--- config.mk ---
export PLATFORM = sky130hd
export DESIGN_NAME = grf_write_arbiter
export DESIGN_NICKNAME = d
export VERILOG_FILES = /design/src/rtl/grf_write_arbiter.sv
export SDC_FILE = /design/constraint.sdc
export NUM_CORES = 1
export LEC_CHECK = 0
export CAP_MARGIN = 15
export CORE_ASPECT_RATIO = 1.2
export CORE_MARGIN = 1.5
export CORE_UTILIZATION = 50
export DETAILED_ROUTE_END_ITERATION = 12
export HOLD_SLACK_MARGIN = 0.12
export PLACE_DENSITY = 0.75
export SLEW_MARGIN = 20
export SYNTH_ARGS = -nofsm -noshare
export SYNTH_HDL_FRONTEND = slang
export SYNTH_SLANG_ARGS = --single-unit
--- constraint.sdc ---
create_clock -name clk -period 12.1 [get_ports clk]
set_input_delay 1.815 -clock clk [delete_from_list [all_inputs] [get_ports clk]]
set_output_delay 1.815 -clock clk [all_outputs]
set_load 0.005 [all_outputs]
--- src/rtl/grf_write_arbiter.sv ---
// grf_write_arbiter: shares the single GRF write port between the in-order
// writeback path (A, fixed priority, no handshake) and a multi-cycle unit
// (B, valid/ready) whose writes are queued in a small FIFO.
// Optional macro GRF_ARB_SCOREBOARD_EN enables the per-register pending mask;
// without it pend_mask is tied to zero.
module grf_write_arbiter #(
    parameter int DEPTH      = 4,   // power of two, >= 2
    parameter int STARVE_MAX = 3    // 1..15
) (
    input  logic        clk,
    input  logic        rst,
    input  logic        a_we,
    input  logic [4:0]  a_addr,
    input  logic [31:0] a_data,
    output logic        a_stall,
    input  logic        b_valid,
    output logic        b_ready,
    input  logic [4:0]  b_addr,
    input  logic [31:0] b_data,
    output logic        grf_we,
    output logic [4:0]  grf_addr,
    output logic [31:0] grf_wdata,
    output logic [31:0] pend_mask
);

    localparam int PW = $clog2(DEPTH);
    localparam int CW = PW + 1;
    localparam logic [CW-1:0] FULL_CNT = CW'(DEPTH);
    localparam logic [3:0]    SMAX     = 4'(STARVE_MAX);

    typedef struct packed {
        logic        live;
        logic [4:0]  addr;
        logic [31:0] data;
    } fifoEntry_t;

    fifoEntry_t      fifo [DEPTH];
    logic [PW-1:0]   rdPtr, wrPtr;
    logic [CW-1:0]   count;
    logic [3:0]      starveCnt;

    fifoEntry_t head;
    logic empty, full, push, aWrite, headUse, headDead, pop, blocked;

    assign head     = fifo[rdPtr];
    assign empty    = (count == '0);
    assign full     = (count == FULL_CNT);
    assign b_ready  = !full;
    assign push     = b_valid && !full;
    // A write to r0 is a no-op and never claims the port
    assign aWrite   = a_we && (a_addr != 5'd0);
    // A head that was killed, or that targets r0, is dropped without a write
    assign headUse  = !empty && head.live && (head.addr != 5'd0);
    assign headDead = !empty && !headUse;
    assign pop      = headDead || (headUse && !aWrite);
    assign blocked  = headUse && aWrite;

    // FIFO storage: A writes kill older matching entries; a same-edge push is younger and survives
    always_ff @(posedge clk or posedge rst) begin
        if (rst) begin
            rdPtr <= '0;
            wrPtr <= '0;
            count <= '0;
            for (int i = 0; i < DEPTH; i++) fifo[i] <= '0;
        end else begin
            if (aWrite) begin
                for (int i = 0; i < DEPTH; i++)
                    if (fifo[i].addr == a_addr) fifo[i].live <= 1'b0;
            end
            if (push) begin
                fifo[wrPtr] <= {1'b1, b_addr, b_data};
                wrPtr       <= wrPtr + PW'(1);
            end
            if (pop) rdPtr <= rdPtr + PW'(1);
            case ({push, pop})
                2'b10:   count <= count + CW'(1);
                2'b01:   count <= count - CW'(1);
                default: count <= count;
            endcase
        end
    end

    // GRF write register: A first, then a usable head, otherwise idle with address/data held
    always_ff @(posedge clk or posedge rst) begin
        if (rst) begin
            grf_we    <= 1'b0;
            grf_addr  <= '0;
            grf_wdata <= '0;
        end else if (aWrite) begin
            grf_we    <= 1'b1;
            grf_addr  <= a_addr;
            grf_wdata <= a_data;
        end else if (headUse) begin
            grf_we    <= 1'b1;
            grf_addr  <= head.addr;
            grf_wdata <= head.data;
        end else begin
            grf_we    <= 1'b0;
        end
    end

    // Starvation guard: count edges the live head loses to A; stall A once the limit is hit
    always_ff @(posedge clk or posedge rst) begin
        if (rst) begin
            starveCnt <= '0;
            a_stall   <= 1'b0;
        end else if (pop) begin
            starveCnt <= '0;
            a_stall   <= 1'b0;
        end else if (empty) begin
            starveCnt <= '0;
        end else if (blocked && starveCnt != SMAX) begin
            starveCnt <= starveCnt + 4'd1;
            if (starveCnt + 4'd1 == SMAX) a_stall <= 1'b1;
        end
    end

`ifdef GRF_ARB_SCOREBOARD_EN
    // Pending mask: live occupied slots mark their destination; r0 never reported
    always_comb begin
        pend_mask = '0;
        for (int i = 0; i < DEPTH; i++) begin
            if ((CW'(PW'(i) - rdPtr) < count) && fifo[i].live)
                pend_mask[fifo[i].addr] = 1'b1;
        end
        pend_mask[0] = 1'b0;
    end
`else
    assign pend_mask = 32'h0;
`endif

endmodule

==> summary.txt <==
Outcome
  • Outcome: completed

GRT
  • All-Layer GR Usage: 0.221
  • First-pass GRT wire length: 34,100 µm
  • Vias in the first global route: about 6,500
  • Initial antenna violation count: 1
  • Largest net degree at the start of global routing: about 130
  • Global route overflow: 0

Job
  • MaxCap Viol Count: 0

Synthesis
  • Synthesized area: approximately 9400 µm²
  • Post-synth EDFFs: 0
  • Avg Cell Area, Syn: 13.9 µm²
  • Most common cell in the netlist: dfrtp_1
  • Synth area leaders: dfrtp_1 (54%), mux2_2 (18%), mux4_2 (9.1%), o32ai_1 (3.0%), buf_4 (2.6%)
  • Largest area contributor in the netlist: dfrtp_1
  • Fraction of registers with async set/reset: 1.00
  • Seq/Total Area, Yosys: 0.537
  • Yosys warning total: 0
  • Top cells by count, synth: dfrtp_1 (202), mux2_2 (148), nor2_1 (45)
  • Cell variety after synth: 36
  • Top cell type's share of synthesized area: 0.537
  • Primary FF master, synth: dfrtp_1
  • Cells after Synth: 676
  • Synth Register Bits: 202

Place
  • Post-detail-place hpwl: 13,300 µm
  • GPL Wtd Cong: roughly 0.87
  • Area post-placement: approximately 11,000 µm²
  • DP Cell Count: approximately 1,000
  • Port buffer count: 117
  • Dpl ws: between 7 and 8 ns

Worst setup path
  • Critical path arrival: 4.86 ns
  • Worst EP required: 12.45 ns
  • R2R cell count: 9
  • R2r setup slk: 8.70 ns
  • CP Capture Type: flop
  • Crit-path max FO: 47
  • Reg2reg start: rdPtr[1]
  • CP startpoint kind: primary input
  • CP Class: primary input to flop
  • R2R Path End: count[2]

Detailed routing
  • Drt first pass iters: 4
  • Detailed Route Iter0 Violations: between 200 and 300
  • Routed wire length: 21,300 µm
  • Final antenna-violating net count: 0
  • Post-DR wirelength/cell: a little over 20 µm
  • Vias/cell: between 5 and 6
  • Drt drc: 0
  • Total number of vias: between 5,000 and 6,000

Worst hold path
  • Worst hold stages: 1
  • Worst hold path class: flop to flop

STA
  • Slack of the critical path: around 7.6 ns
  • Final hold violation count: 0
  • Setup_tns: 0 ns
  • RSZ-0062 raised after global routing: no
  • Max frequency: 0.222 GHz
  • Final min period: 4.51 ns
  • Clock skew: roughly 0.017 ns
  • Final setup vio count: 0
  • Max_slew headroom: 0.247
  • Final Slew Violations: 0
  • Final worst-path cycle share: 0.372
  • Worst slew pin tran: 1.13 ns

Floorplanning
  • Total Die Area: 19,700 µm²
  • Starting Density: 0.514
  • Row count: between 50 and 60
  • Die Span X: 128 µm
  • Core Region: between 15,000 and 20,000 µm²
  • Die H: ~150 µm
  • I/O pin total: 150

Clock network
  • Post-CTS setup buffer count: 0
  • Post-cts hold buffer count: 0
  • Worst-path clk slew: 0.06 ns
  • Post-CTS resize count: 0
  • Worst skew pair latency: 0.49 ns
  • H-tree Lvls: 1
  • Clock Tree Root: clkbuf_16
  • # clock sinks: 202
  • Clock buffer depth: 3
  • CTS tree: done
  • Number of buffers created by CTS: 21

Cells and area
  • Final cell utilization of the core: 0.621
  • Layout Cells excl Fill: slightly above 1,000
  • NumNets Final: approximately 850
  • Area occupied by multi-input gates: 3990 µm²
  • Layout area overhead: 20.7%
  • Final instance area: between 10,000 and 15,000 µm²
  • Fillers: 1,375
  • Share of post-route cells with drive strength above 1: 0.303
  • Sequential cell area: slightly above 5000 µm²

Power and ir drop
  • Maximum vdd drop: 0.185 mV
  • Leak: 4.69 nW
  • PwrDens: between 200 and 300 nW/µm²
==> per-stage QoR <==
step / hold WS (ns) / total power, mW
floorplan: 0.457 / 2.14
global placement: 0.478 / 2.46
detailed placement: 0.487 / 2.55
CTS: 0.502 / 3.25
global route: 0.517 / 3.43
finish: 0.501 / 3.25
==> per-layer routing <==
metal | routed length (µm) | track usage | share of wire
met1 | 8650 | 0.279 | 0.41
met2 | 11100 | 0.392 | 0.52
met3 | 1130 | 0.0375 | 0.053
met4 | 482 | 0.0631 | 0.023
met5 | 0 | 0 | 0
==> worst max path at each step <==
| stage | startpoint | cells after the start | to | slack [ns] |
|---|---|---|---|---|
| after global placement | a_addr[1] | 7 | grf_wdata[8] | 6.79 |
| after floorplan | rst | 1 | asynchronous set/reset pin | 4.77 |
| after CTS | a_addr[1] | 7 | grf_wdata[14] | 7.57 |
| after global routing | a_addr[1] | 7 | grf_wdata[3] | 7.47 |
| after detailed placement | a_addr[1] | 7 | grf_wdata[14] | 7.08 |
| final | a_addr[1] | 7 | grf_wdata[14] | 7.59 |
==> where the power goes <==
| part | total [mW] | leakage, nW | switching, mW | internal [mW] |
|---|---|---|---|---|
| sequential | 1.26 | 2.37 | 0.236 | 1.02 |
| combinational | 1.30 | 1.96 | 0.541 | 0.755 |
| clock | 0.695 | 0.366 | 0.259 | 0.436 |
| total | 3.25 | 4.69 | 1.04 | 2.21 |
==> placed cells by master, fill, tap and decap left out, types with 6 or more instances in the layout <==
cell	instances
nor2_1	45
mux4_2	38
nand2_1	7
xor2_1	12
conb_1	32
o32ai_1	32
a21oi_1	33
dfrtp_1	200
clkdlybuf4s50_1	117
xnor2_1	17
nand3_1	6
inv_1	7
ha_1	7
mux2_2	148
clkbuf_16	21
==> worst max-delay path: stages <==
cell	delay [ns]
clkdlybuf4s50_1	0.56
or4_1	0.66
o21ai_4	0.15
buf_4	0.49
nand2_2	0.59
o32ai_1	0.49
a21oi_1	0.08
==> final cells by class <==
cell class,instances,area share
timing repair buffer,121,0.107
antenna,1,0.000220
multi-input combinational,414,0.351
clock inverter,6,0.0118
inverter,8,0.00330
sequential,202,0.445
clock buffer,31,0.0539
tap,252,0.0277
==> kinds of logic (layout without fill, tap and decap cells) <==
family          Yosys count  count (layout)  share of synthesized area
mux                     187             187                      0.269
compound gates           81              81                     0.0626
xor+xnor                 29              29                     0.0270
simple gates             77              77                     0.0363
buf+inv                  91             166                     0.0569
flops                   202             202                      0.537
fa+ha+maj                 8               8                     0.0114
other cells               1              33                   0.000398
Note: power is estimated with default switching activity, not from simulation.
